===== config.mk =====
export PLATFORM = sky130hd
export DESIGN_NAME = kpyd_scan_flat
export DESIGN_NICKNAME = d
export VERILOG_FILES = /design/src/rtl/kpyd_scan_if.sv /design/src/rtl/kpyd_scan.sv /design/src/flat_wrapper.sv
export SDC_FILE = /design/constraint.sdc
export NUM_CORES = 1
export LEC_CHECK = 0
export CORE_MARGIN = 2
export CORE_UTILIZATION = 45
export CTS_CLUSTER_SIZE = 28
export DETAILED_ROUTE_END_ITERATION = 12
export HOLD_SLACK_MARGIN = 0.1
export PLACE_DENSITY = 0.73
export SETUP_SLACK_MARGIN = 0.3
export SLEW_MARGIN = 20
export SYNTH_ARGS = -nofsm -noshare
export SYNTH_HDL_FRONTEND = slang
export SYNTH_SLANG_ARGS = --single-unit

===== constraint.sdc =====
create_clock -name clk_i -period 6.9 [get_ports clk_i]
set_input_delay 0.69 -clock clk_i [delete_from_list [all_inputs] [get_ports clk_i]]
set_output_delay 0.69 -clock clk_i [all_outputs]
set_load 0.03 [all_outputs]

===== src/rtl/kpyd_scan_if.sv =====
// Consumer-side handshake for the keypad scanner: accepted key code with
// valid/ready flow control and a one-cycle overrun indication.
interface kpyd_scan_if;
   logic [7:0] kpyd_o;
   logic       valid_o;
   logic       ready_i;
   logic       overrun_o;

   modport master (
      output kpyd_o,
      output valid_o,
      output overrun_o,
      input  ready_i
   );

   modport slave (
      input  kpyd_o,
      input  valid_o,
      input  overrun_o,
      output ready_i
   );
endinterface


===== src/rtl/kpyd_scan.sv =====
// 4x4 keypad matrix scanner. Drives rows one-hot, samples synchronized
// columns at the end of each row dwell, reduces every full scan to a single
// candidate code (or none), debounces press and release over debounce_p
// identical scans and hands accepted codes to the consumer over valid/ready.
module kpyd_scan #(
   parameter int scan_div_p = 1000,
   parameter int debounce_p = 4
) (
   input  logic        clk_i,
   input  logic        reset_i,
   input  logic [3:0]  col_i,
   output logic [3:0]  row_o,
   kpyd_scan_if.master bus
);

   localparam int DW = $clog2(scan_div_p);
   localparam int MW = $clog2(debounce_p + 1);

   localparam logic [DW-1:0] DWELL_LAST = DW'(scan_div_p - 1);
   localparam logic [DW-1:0] DWELL_ONE  = DW'(1);
   localparam logic [MW-1:0] MATCH_DONE = MW'(debounce_p);
   localparam logic [MW-1:0] MATCH_ONE  = MW'(1);
   // With a single required scan there is no confirm/release phase at all.
   localparam bit            ONE_SHOT   = (debounce_p == 1);

   typedef enum logic [1:0] {
      S_IDLE,
      S_CONFIRM,
      S_HELD,
      S_RELEASE
   } state_t;

   // ------------------------------------------------------------------
   // Column synchronizer
   // ------------------------------------------------------------------
   logic [3:0] col_s1, col_s2;

   // Two-flop synchronizer: col_i is driven by the keypad, not by clk_i.
   always_ff @(posedge clk_i or posedge reset_i) begin
      if (reset_i) begin
         col_s1 <= '0;
         col_s2 <= '0;
      end else begin
         col_s1 <= col_i;
         col_s2 <= col_s1;
      end
   end

   // ------------------------------------------------------------------
   // Row drive and dwell timing
   // ------------------------------------------------------------------
   logic [3:0]    row_q;
   logic [DW-1:0] dwell_q;
   logic          sample_pt;
   logic          scan_done;

   // The last dwell cycle of a row is its sample point; the one for row 3
   // also closes the full scan.
   assign sample_pt = (dwell_q == DWELL_LAST);
   assign scan_done = sample_pt & row_q[3];

   // Dwell counter and rotating one-hot row pointer.
   always_ff @(posedge clk_i or posedge reset_i) begin
      if (reset_i) begin
         row_q   <= 4'b0001;
         dwell_q <= '0;
      end else if (sample_pt) begin
         row_q   <= {row_q[2:0], row_q[3]};
         dwell_q <= '0;
      end else begin
         dwell_q <= dwell_q + DWELL_ONE;
      end
   end

   // ------------------------------------------------------------------
   // Per-row column capture and scan reduction
   // ------------------------------------------------------------------
   logic [2:0][3:0] cols_q;

   // Remember the columns seen for rows 0..2; row 3 is used live from the
   // synchronizer because its sample point is the scan boundary itself.
   always_ff @(posedge clk_i or posedge reset_i) begin
      if (reset_i) begin
         cols_q <= '0;
      end else if (sample_pt) begin
         for (int r = 0; r < 3; r++) begin
            if (row_q[r]) cols_q[r] <= col_s2;
         end
      end
   end

   logic [3:0][3:0] scan_mat;
   logic [2:0]      hit_rows;
   logic            multi_col;
   logic [3:0]      cand_row;
   logic [3:0]      cand_col;
   logic [7:0]      cand_code;
   logic            cand_vld;

   // Reduce the scan matrix: exactly one row with exactly one column gives a
   // candidate, everything else (idle, ghosting, chords) counts as none.
   always_comb begin
      scan_mat  = {col_s2, cols_q};
      hit_rows  = '0;
      multi_col = 1'b0;
      cand_row  = '0;
      cand_col  = '0;
      for (int r = 0; r < 4; r++) begin
         if (|scan_mat[r]) begin
            hit_rows = hit_rows + 3'd1;
            if ($countones(scan_mat[r]) != 1) multi_col = 1'b1;
            cand_row    = '0;
            cand_row[r] = 1'b1;
            cand_col    = scan_mat[r];
         end
      end
      cand_code = {cand_row, cand_col};
      cand_vld  = (hit_rows == 3'd1) && !multi_col;
   end

   // ------------------------------------------------------------------
   // Debounce FSM
   // ------------------------------------------------------------------
   state_t        state_q, state_d;
   logic [MW-1:0] mcnt_q, mcnt_d;
   logic [7:0]    code_q, code_d;
   logic          same_code;
   logic          accept;

   assign same_code = (cand_code == code_q);

   // State register together with the match counter and the code under test.
   always_ff @(posedge clk_i or posedge reset_i) begin
      if (reset_i) begin
         state_q <= S_IDLE;
         mcnt_q  <= '0;
         code_q  <= '0;
      end else begin
         state_q <= state_d;
         mcnt_q  <= mcnt_d;
         code_q  <= code_d;
      end
   end

   // Next-state logic; all transitions happen only on a scan boundary.
   always_comb begin
      state_d = state_q;
      mcnt_d  = mcnt_q;
      code_d  = code_q;
      if (scan_done) begin
         case (state_q)
            S_IDLE: begin
               if (cand_vld) begin
                  if (ONE_SHOT) begin
                     state_d = S_HELD;
                     mcnt_d  = '0;
                  end else begin
                     state_d = S_CONFIRM;
                     mcnt_d  = MATCH_ONE;
                     code_d  = cand_code;
                  end
               end
            end
            S_CONFIRM: begin
               if (!cand_vld) begin
                  state_d = S_IDLE;
                  mcnt_d  = '0;
               end else if (same_code) begin
                  if (mcnt_q + MATCH_ONE == MATCH_DONE) begin
                     state_d = S_HELD;
                     mcnt_d  = '0;
                  end else begin
                     mcnt_d  = mcnt_q + MATCH_ONE;
                  end
               end else begin
                  code_d = cand_code;
                  mcnt_d = MATCH_ONE;
               end
            end
            S_HELD: begin
               if (!cand_vld) begin
                  if (ONE_SHOT) begin
                     state_d = S_IDLE;
                     mcnt_d  = '0;
                  end else begin
                     state_d = S_RELEASE;
                     mcnt_d  = MATCH_ONE;
                  end
               end
            end
            S_RELEASE: begin
               if (cand_vld) begin
                  state_d = S_HELD;
                  mcnt_d  = '0;
               end else if (mcnt_q + MATCH_ONE == MATCH_DONE) begin
                  state_d = S_IDLE;
                  mcnt_d  = '0;
               end else begin
                  mcnt_d  = mcnt_q + MATCH_ONE;
               end
            end
            default: begin
               state_d = S_IDLE;
               mcnt_d  = '0;
            end
         endcase
      end
   end

   // Accept strobe: the scan that completes the debounce_p-th match.
   always_comb begin
      accept = 1'b0;
      if (scan_done && cand_vld) begin
         case (state_q)
            S_IDLE:    accept = ONE_SHOT;
            S_CONFIRM: accept = same_code && (mcnt_q + MATCH_ONE == MATCH_DONE);
            default:   accept = 1'b0;
         endcase
      end
   end

   // ------------------------------------------------------------------
   // Output buffer and handshake
   // ------------------------------------------------------------------
   logic [7:0] kpyd_q;
   logic       valid_q;
   logic       ovr_q;
   logic       load;
   logic       drop;

   // A pending code may only be replaced when the consumer takes it in the
   // same cycle; otherwise the new press is dropped and flagged.
   assign load = accept && (!valid_q || bus.ready_i);
   assign drop = accept && valid_q && !bus.ready_i;

   // Output code register, valid flag and overrun pulse.
   always_ff @(posedge clk_i or posedge reset_i) begin
      if (reset_i) begin
         kpyd_q  <= '0;
         valid_q <= 1'b0;
         ovr_q   <= 1'b0;
      end else begin
         ovr_q <= drop;
         if (load) begin
            kpyd_q  <= cand_code;
            valid_q <= 1'b1;
         end else if (valid_q && bus.ready_i) begin
            valid_q <= 1'b0;
         end
      end
   end

   assign row_o         = row_q;
   assign bus.kpyd_o    = kpyd_q;
   assign bus.valid_o   = valid_q;
   assign bus.overrun_o = ovr_q;

endmodule


===== src/flat_wrapper.sv =====
// flat-port wrapper written by rule: the top's interface ports become plain ports
module kpyd_scan_flat 
#(
   parameter int scan_div_p = 1000,
   parameter int debounce_p = 4
)
  (clk_i, reset_i, col_i, row_o, bus_kpyd_o, bus_valid_o, bus_overrun_o, bus_ready_i);
  kpyd_scan_if bus_i ();
  input  logic clk_i;
  input  logic reset_i;
  input  logic [3:0] col_i;
  output logic [3:0] row_o;
  output wire logic [$bits(bus_i.kpyd_o)-1:0] bus_kpyd_o;
  output wire logic [$bits(bus_i.valid_o)-1:0] bus_valid_o;
  output wire logic [$bits(bus_i.overrun_o)-1:0] bus_overrun_o;
  input wire logic [$bits(bus_i.ready_i)-1:0] bus_ready_i;
  assign bus_kpyd_o = bus_i.kpyd_o;
  assign bus_valid_o = bus_i.valid_o;
  assign bus_overrun_o = bus_i.overrun_o;
  assign bus_i.ready_i = bus_ready_i;
  kpyd_scan #(.scan_div_p(scan_div_p), .debounce_p(debounce_p)) u_core (.clk_i(clk_i), .reset_i(reset_i), .col_i(col_i), .row_o(row_o), .bus(bus_i));
endmodule

==> results.cfg, run 1 <==
[run_status]
status = finished clean

[critical_path]
cp.required_ns = 7.13
crit_fanout = 8
path_class = reg2reg
worstSetupEndpointType = register
crit_arrival_ns = 3.85
cpPeakStageDelay_ns = 0.41
worst_setup_path_start_kind = register
rr_startpoint = u_core.cols_q[0]$_DFFE_PP0P_
critPathLaunch = u_core.cols_q[0]$_DFFE_PP0P_
cp_cell_sequence = inv_1, ha_1, nand2_1, ha_1, xnor2_1, inv_1, ha_1, nor4b_1, nand2_1, o32ai_1, nand4_1, a21oi_4, mux2_2
cpMostUsedCell = ha_1
crit_slowest_cell = dfrtp_1

[timing]
max_slew_margin_pct = 49.6
finalCritPeriodShare_pct = 52.5
hold_viol = 0
maxSlewViolCount = 0
finalSetupViolCount = 0
worst_clock_skew_ns = 0.00699
worst_pin_slew_ns = 0.756
fin_crit_ns = 3.62
fmax_mhz = 276
rsz0062_at_grt = false
fin_tns_setup_ns = 0

[clock_tree]
clkTransAtPathRegs_ns = 0.07
cts_buffers = 9
cts_sinks = 57
cts_tree = built
htree_levels = 3
cts_resized = 0
cts_hold_buf = 0
root_buffer = clkbuf_8
postCtsSetupBuffers = 0
clk_path_buf_depth = 2
clk-insertion-delay-late_ns = 0.35

[yosys]
synth-seq-cells = 57
synth_cell_types = 49
async_reset_ff_share_pct = 100
yosys_most_used_dff = dfrtp_1
syn-num-nets = 336
synth_edf_count = 0
synth_cells = 297
yosysSeqAreaShare_pct = 45.3
syn_avg_cell_area_um2 = 10.6
netlist_area_um2 = 3150
synth_warnings = 0

[final_layout]
area_growth_pct = 16.1
fin_util_pct = 53.9
final_common_cell = dfrtp_1
drive_gt1_share_pct = 13.1
final_cell_mix = 56 x dfrtp_1, 28 x nand2_1, 28 x ha_1
n_fill_cell = 604
final_nets = 363
multi_input_area_um2 = 1560
seq_area_um2 = 1430
n_antenna_cell = 0

[floorplanning]
io_pins = 21
die_w_um = 87.7
coreArea_um2 = 6790
die_area_um2 = 7690
die_h_um = 87.7
initial_core_util_pct = 46.4
rows = 30

[drt]
vias = 2273
wl_per_cell_um = 15.0
drt-initial-drc-count = 171
ant_nets = 0
routed_via_density = 5.36
wl_um = 6370
dr.pass1.iters = 4
drc = 0

[pwr]
power_mw = 0.708
total_leakage_power_nw = 1.64
power_density_nw_per_um2 = 193
vdd_drop_max_mv = 0.143

[global_route]
gr-total-overflow = 0
grt_antenna_before_repair = 0
grt.total_usage_pct = 19.2
grt_pass1_vias = 2344
grt_max_degree = 58
grt_first_pass_wirelength_um = 11100

[hold_path]
hold_path_class = reg2reg
min_from = u_core.col_s1[1]$_DFF_PP0_

[place]
place_congestion = 0.855
dp_hpwl_um = 4590
io_buffers = 20

[job]
cap_violations = 0
[synth_stat cells (2+ instances only)]
cell type / number / area (um2)
o21ai_0: 26 / 130
a32o_1: 2 / 20.0
nor3_1: 2 / 10.0
xor2_1: 4 / 35.0
a31oi_1: 3 / 18.8
ha_1: 28 / 350
clkbuf_1: 3 / 11.3
o32ai_1: 2 / 17.5
a21oi_1: 6 / 30.0
nor4b_1: 2 / 17.5
xnor2_1: 10 / 87.6
mux2_2: 16 / 180
nand3_1: 10 / 50.1
inv_1: 27 / 101
buf_6: 2 / 22.5
nand4b_1: 4 / 35.0
dfrtp_1: 56 / 1400
nand4_1: 4 / 25.0
fa_1: 4 / 80.1
nor2_1: 20 / 75.1
nor2b_1: 2 / 12.5
a222oi_1: 4 / 40.0
o41ai_1: 2 / 17.5
and2_1: 5 / 31.3
nor3b_1: 2 / 15.0
nand2_1: 28 / 105
[registers in the layout (all words and copies together), names as in the netlist, named ones only]
register	count
u_core.mcnt_q	3
u_core.state_q	1
u_core.bus.overrun_o	1
u_core.code_q	8
u_core.col_s1	4
u_core.row_o	4
u_core.cols_q	12
u_core.col_s2	4
u_core.bus.kpyd_o	8
u_core.dwell_q	10
u_core.bus.valid_o	1
[where the power goes]
| part | switching [mW] | internal [mW] | leakage, nW |
|---|---|---|---|
| combinational | 0.0225 | 0.0123 | 0.770 |
| clock | 0.133 | 0.203 | 0.112 |
| sequential | 0.000832 | 0.337 | 0.760 |
[routing by layer]
| layer | vias up | global-route usage (%) | share of wire (%) |
|---|---|---|---|
| li1 | 1092 | - | - |
| met3 | 11 | 5.09 | 5.4 |
| met1 | 1114 | 24.8 | 45 |
| met4 | 0 | 9.65 | 1.8 |
| met2 | 56 | 29.9 | 47 |
| met5 | - | 0 | 0 |
[critical path: cells and delay by family (launching register included)]
family,cells,cell delay [ns]
muxes,1,0.36
buffers and inverters,2,0.13
DFF,1,0.41
and+or+nand+nor,4,0.98
xor gates and xnor gates,1,0.23
adders and majority gates,3,0.82
AOI/OAI and AO/OA,2,0.55
[cell families after synthesis]
logic type / Yosys count / synth area share (%)
fa+ha+maj: 32 / 13.7
flops: 57 / 45.3
xor+xnor: 14 / 3.89
compound gates: 55 / 11.7
buf+inv: 35 / 5.16
mux: 16 / 5.71
simple gates: 88 / 14.6
[final timing paths]
kind                                                endpoint  slack, ns  cells after the start
worst max-delay path            u_core.code_q[4]$_DFFE_PP0P_       3.28                     13
worst min-delay path              u_core.col_s2[1]$_DFF_PP0_       0.34                      0
worst max register to register  u_core.code_q[4]$_DFFE_PP0P_       3.28                     13
worst min register to register    u_core.col_s2[1]$_DFF_PP0_       0.34                      0
max in group asynchronous       u_core.code_q[4]$_DFFE_PP0P_       5.56                      3
min in group asynchronous        u_core.row_o[2]$_DFFE_PP0N_       0.87                      3
[per-stage QoR]
step	setup slack (ns)	hold slack, ns	instances	cell area (um2)
after floorplan	3.59	0.331	297	3150
after global placement	3.48	0.332	409	3450
after detailed placement	3.30	0.336	409	3450
after CTS	3.28	0.350	424	3660
after global routing	2.99	0.354	424	3660
final	3.28	0.340	424	3660
[layout make-up]
type	count	share of cell area, %
Clock buffer	13	4.89
Clock inverter	2	0.957
Inverter	29	3.32
Multi-Input combinational cell	205	42.7
Sequential cell	57	39.0
Tap cell	96	3.28
Timing Repair Buffer	22	5.88
Power figures use the tool's default switching activity.
==> run 2: changes to the inputs <==
==> constraint.sdc (replaced) <==
create_clock -name clk_i -period 3.74 [get_ports clk_i]
set_input_delay 0.374 -clock clk_i [delete_from_list [all_inputs] [get_ports clk_i]]
set_output_delay 0.374 -clock clk_i [all_outputs]
set_load 0.03 [all_outputs]
==> run 2 against run 1 <==
Via count up 0.48%. Non-clock buffer count up 6. Critical endpoint is now u_core.code_q[6]$_DFFE_PP0P_. Sequential share of layout area down 0.99 points.
==> results.cfg, run 2 (synthesis gave the netlist of run 1 again) <==
[drt]
vias = 2284
ant_nets = 0
routed_via_density = 5.30
wl_um = 6250
dr.pass1.iters = 5
wl_per_cell_um = 14.5
drc = 0
drt-initial-drc-count = 137

[clock_tree]
clkTransAtPathRegs_ns = 0.07
cts_hold_buf = 0
htree_levels = 3
cts_tree = built
root_buffer = clkbuf_8
clk_path_buf_depth = 2
cts_sinks = 57
cts_buffers = 9
clk-insertion-delay-late_ns = 0.33

[final_layout]
n_fill_cell = 591
largest_reg_flops = 12
largest-register = u_core.cols_q
drive_gt1_share_pct = 17.0
seq_area_um2 = 1430
multi_input_area_um2 = 1630
area_growth_pct = 19.1
final_cell_mix = 56 x dfrtp_1, 27 x nand2_1, 27 x ha_1
n_antenna_cell = 0
final_nets = 369
top_regs = u_core.cols_q x12, u_core.dwell_q x10
final_common_cell = dfrtp_1

[global_route]
grt.total_usage_pct = 18.1
grt_first_pass_wirelength_um = 10700
grt_pass1_vias = 2295
gr-total-overflow = 0
grt_max_degree = 41
grt_antenna_before_repair = 0

[critical_path]
worstSetupEndpointType = register
cp.required_ns = 3.95
r2r_cells = 10
crit_slowest_cell = a2111oi_2
path_class = reg2reg
critPathBufInv = 1
crit_fanout = 5
cp_cell_sequence = inv_1, ha_1, ha_1, fa_1, nor3b_1, nor2_1, a2111oi_2, nand4_1, a21oi_4, mux2_2
crit_family = adder cells
worst_setup_path_start_kind = register
crit_arrival_ns = 3.48
path_depth = 10
cpMostUsedCell = ha_1
cpPeakStageDelay_ns = 0.49

[pwr]
intPower_mw = 0.974
power_density_nw_per_um2 = 336
power_frac_seq_pct = 49.4
clkPwrFrac_pct = 44.9
total_leakage_power_nw = 1.67
switchingPower_mw = 0.288
sw_frac_of_total_pct = 22.8
power_frac_comb_pct = 5.8
power_mw = 1.26
vdd_drop_max_mv = 0.296

[floorplanning]
io_pins = 21
coreArea_um2 = 6790
initial_core_util_pct = 46.4
die_w_um = 87.7
rows = 30
die_area_um2 = 7690
die_h_um = 87.7

[place]
place_ws_ns = 0.114
io_buffers = 20
dp_hpwl_um = 4470
place_congestion = 0.887

[timing]
max_slew_margin_pct = 45.3
finalCritPeriodShare_pct = 87.2
fin_crit_ns = 3.26
worst_clock_skew_ns = 0.00857
maxSlewViolCount = 0
fmax_mhz = 307
fin_tns_setup_ns = 0
worst_pin_slew_ns = 0.819
finalSetupViolCount = 0
setup_ws_ns = 0.477
holdWs_ns = 0.344
rsz0062_at_grt = false
hold_viol = 0

[job]
cap_violations = 0

[hold_path]
min_path_cells = 0
hold_path_class = reg2reg

[run_status]
status = finished clean
run 2: power groups by stage:
stage / clock, mW / combinational [mW] / sequential (mW)
4_1_cts: 0.581 / 0.0687 / 0.623
3_5_place_dp: 0 / 0.0666 / 0.634
6_report: 0.566 / 0.0729 / 0.623
3_3_place_gp: 0 / 0.0671 / 0.634
5_1_grt: 0.607 / 0.0823 / 0.623
2_1_floorplan: 0 / 0.0433 / 0.634
run 2: worst register-to-register path, stage by stage, from the launching register on:
cell	delay, ns
dfrtp_1	0.40
inv_1	0.06
ha_1	0.29
ha_1	0.21
fa_1	0.44
nor3b_1	0.28
nor2_1	0.09
a2111oi_2	0.49
nand4_1	0.26
a21oi_4	0.25
mux2_2	0.36
run 2: stage by stage:
stage | cell area, um2 | instances | util [%]
floorplan | 3150 | 297 | -
global placement | 3450 | 410 | 50.8
detailed placement | 3450 | 410 | 50.8
CTS | 3680 | 427 | 54.1
global route | 3760 | 431 | 55.3
finish | 3760 | 431 | 55.3
run 2: path summary, 6_finish.rpt:
kind                                              start  slack [ns]                      endpoint
max                        u_core.cols_q[4]$_DFFE_PP0P_        0.48  u_core.code_q[6]$_DFFE_PP0P_
min                          u_core.col_s1[2]$_DFF_PP0_        0.34    u_core.col_s2[2]$_DFF_PP0_
max reg2reg                u_core.cols_q[4]$_DFFE_PP0P_        0.48  u_core.code_q[6]$_DFFE_PP0P_
min reg2reg                  u_core.col_s1[2]$_DFF_PP0_        0.34    u_core.col_s2[2]$_DFF_PP0_
max in group asynchronous                       reset_i        2.40   u_core.row_o[0]$_DFFE_PP1N_
min in group asynchronous                       reset_i        0.52   u_core.dwell_q[8]$_DFF_PP0_
run 2: metal layers:
metal | global-route usage [%] | routed length [um] | vias to the layer above
li1 | - | - | 1107
met5 | 0 | 0 | -
met4 | 6.71 | 91 | 0
met3 | 4.90 | 235 | 10
met1 | 23.5 | 2890 | 1115
met2 | 29.0 | 3040 | 52
run 2: what timing repair did:
action                     in CTS  in global routing
setup endpoints to repair      15                 21
pin swaps                       1                  3
gates resized for setup         3                  9
buffers inserted                1                  4
run 2: cell type report:
class                      count  area share [%]
sequential                    57            38.0
multi-input combinational    205            43.4
clock buffer                  11            3.76
inverter                      29            3.23
timing repair buffer          28            6.93
tap                           96            3.20
clock inverter                 5            1.47
==> run 3: changes to the inputs <==
--- a/config.mk
+++ b/config.mk
@@ -12,7 +12,6 @@
 export HOLD_SLACK_MARGIN = 0.1
 export PLACE_DENSITY = 0.73
 export SETUP_SLACK_MARGIN = 0.3
-export SLEW_MARGIN = 20
 export SYNTH_ARGS = -nofsm -noshare
 export SYNTH_HDL_FRONTEND = slang
 export SYNTH_SLANG_ARGS = --single-unit
==> constraint.sdc (replaced) <==
create_clock -name clk_i -period 4.1 [get_ports clk_i]
set_input_delay 0.41 -clock clk_i [delete_from_list [all_inputs] [get_ports clk_i]]
set_output_delay 0.41 -clock clk_i [all_outputs]
set_load 0.03 [all_outputs]
==> run 3 against run 2 <==
First-iteration DRC count down 3.6%. Die area unchanged. Critical path depth grew 3. Maximum frequency fell by 7.8%. Sequential share of layout area rose by 0.51 points. Highest routed layer unchanged. Critical path type unchanged. Clock power is 5.5% higher. Largest cell class unchanged. Critical endpoint is now u_core.code_q[5]$_DFFE_PP0P_. Final cell count is 0.46% lower.
==> results.cfg, run 3 (synthesis gave the netlist of run 1 again) <==
[pwr]
total_leakage_power_nw = 1.65
power_mw = 1.23
power_density_nw_per_um2 = 331
vdd_drop_max_mv = 0.303

[drt]
drc = 0
wl_um = 6260
vias = 2269
routed_via_density = 5.29
ant_nets = 0
dr.pass1.iters = 5
drt-initial-drc-count = 132
wl_per_cell_um = 14.6

[final_layout]
final_common_cell = dfrtp_1
final_cell_mix = 56 x dfrtp_1, 28 x nand2_1, 28 x ha_1
largest-register = u_core.cols_q
top_regs = u_core.cols_q x12, u_core.dwell_q x10
n_fill_cell = 616
n_antenna_cell = 0
fin_area_um2 = 3710
largest_reg_flops = 12
final_nets = 367
area_growth_pct = 17.5
fin_util_pct = 54.5
stdcell_count = 429
drive_gt1_share_pct = 14.4

[timing]
maxSlewViolCount = 0
fmax_mhz = 282
worst_pin_slew_ns = 0.740
hold_viol = 0
finalCritPeriodShare_pct = 86.3
fin_crit_ns = 3.54
max_slew_margin_pct = 50.7
rsz0062_at_grt = false
setup_ws_ns = 0.560
holdWs_ns = 0.348
worst_clock_skew_ns = 0.0102
fin_tns_setup_ns = 0
finalSetupViolCount = 0

[global_route]
gr-total-overflow = 0
grt.total_usage_pct = 17.9
grt_pass1_vias = 2226
grt_first_pass_wirelength_um = 10600
grt_antenna_before_repair = 0
grt_max_degree = 32

[floorplanning]
die_area_um2 = 7690
coreArea_um2 = 6790
io_pins = 21
die_w_um = 87.7
die_h_um = 87.7
initial_core_util_pct = 46.4
rows = 30

[critical_path]
worst_setup_path_start_kind = register
critPathBufInv = 2
path_class = reg2reg
cpMostUsedCell = ha_1
crit_family = simple AND/OR/NAND/NOR gates
worstSetupEndpointType = register
cp.required_ns = 4.32
cpPeakStageDelay_ns = 0.42
cp_cell_sequence = inv_1, ha_1, and2_4, ha_1, xnor2_1, inv_1, ha_1, nor4b_1, nand2_1, o32ai_1, nand4_1, a21oi_4, mux2_2
crit_arrival_ns = 3.76
crit_fanout = 10
crit_slowest_cell = dfrtp_1

[clock_tree]
cts_hold_buf = 0
cts_sinks = 57
clk_path_buf_depth = 2
cts_tree = built
clk-insertion-delay-late_ns = 0.35
cts_resized = 0
clkTransAtPathRegs_ns = 0.07
htree_levels = 3
root_buffer = clkbuf_8
cts_buffers = 9

[run_status]
status = finished clean

[place]
dpl-instance-area_um2 = 3450
dp_hpwl_um = 4620
place_congestion = 0.857
io_buffers = 20
place_ws_ns = 0.548
dp_cells = 409

[hold_path]
hold_path_class = reg2reg

[job]
cap_violations = 0
## run 3: layout make-up
| class | count | area (um2) | share of cell area, % |
|---|---|---|---|
| Multi-Input combinational cell | 205 | 1560 | 42.2 |
| Sequential cell | 57 | 1430 | 38.5 |
| Timing Repair Buffer | 26 | 245 | 6.62 |
| Clock buffer | 10 | 138 | 3.71 |
| Inverter | 29 | 121 | 3.27 |
| Tap cell | 96 | 120 | 3.24 |
| Clock inverter | 6 | 91.3 | 2.46 |
## run 3: worst paths after layout
kind | start | endpoint | slack (ns) | cells past startpoint
setup / recovery | u_core.cols_q[4]$_DFFE_PP0P_ | u_core.code_q[5]$_DFFE_PP0P_ | 0.56 | 13
hold / removal | u_core.col_s1[1]$_DFF_PP0_ | u_core.col_s2[1]$_DFF_PP0_ | 0.35 | 0
setup reg to reg | u_core.cols_q[4]$_DFFE_PP0P_ | u_core.code_q[5]$_DFFE_PP0P_ | 0.56 | 13
hold reg to reg | u_core.col_s1[1]$_DFF_PP0_ | u_core.col_s2[1]$_DFF_PP0_ | 0.35 | 0
max in group asynchronous | reset_i | u_core.row_o[0]$_DFFE_PP1N_ | 2.81 | 3
min in group asynchronous | reset_i | u_core.row_o[1]$_DFFE_PP0N_ | 0.46 | 2
## run 3: timing repair
item                                    4_1_cts  5_1_grt
hold endpoints to repair                      0        0
buffers inserted                              0        4
endpoints found under the setup margin        0        7
## run 3: where the power goes
group | total, mW | leakage (nW) | internal (mW) | switching [mW]
clock | 0.597 | 0.105 | 0.359 | 0.238
sequential | 0.568 | 0.760 | 0.566 | 0.00164
combinational | 0.0634 | 0.787 | 0.0251 | 0.0383
## run 3: layer usage
metal | vias to the layer above | global-route usage (%) | routed length [um]
met5 | - | 0 | 0
met4 | 0 | 6.43 | 108
met3 | 12 | 4.52 | 241
met2 | 46 | 28.7 | 2990
met1 | 1104 | 23.7 | 2920
li1 | 1107 | - | -
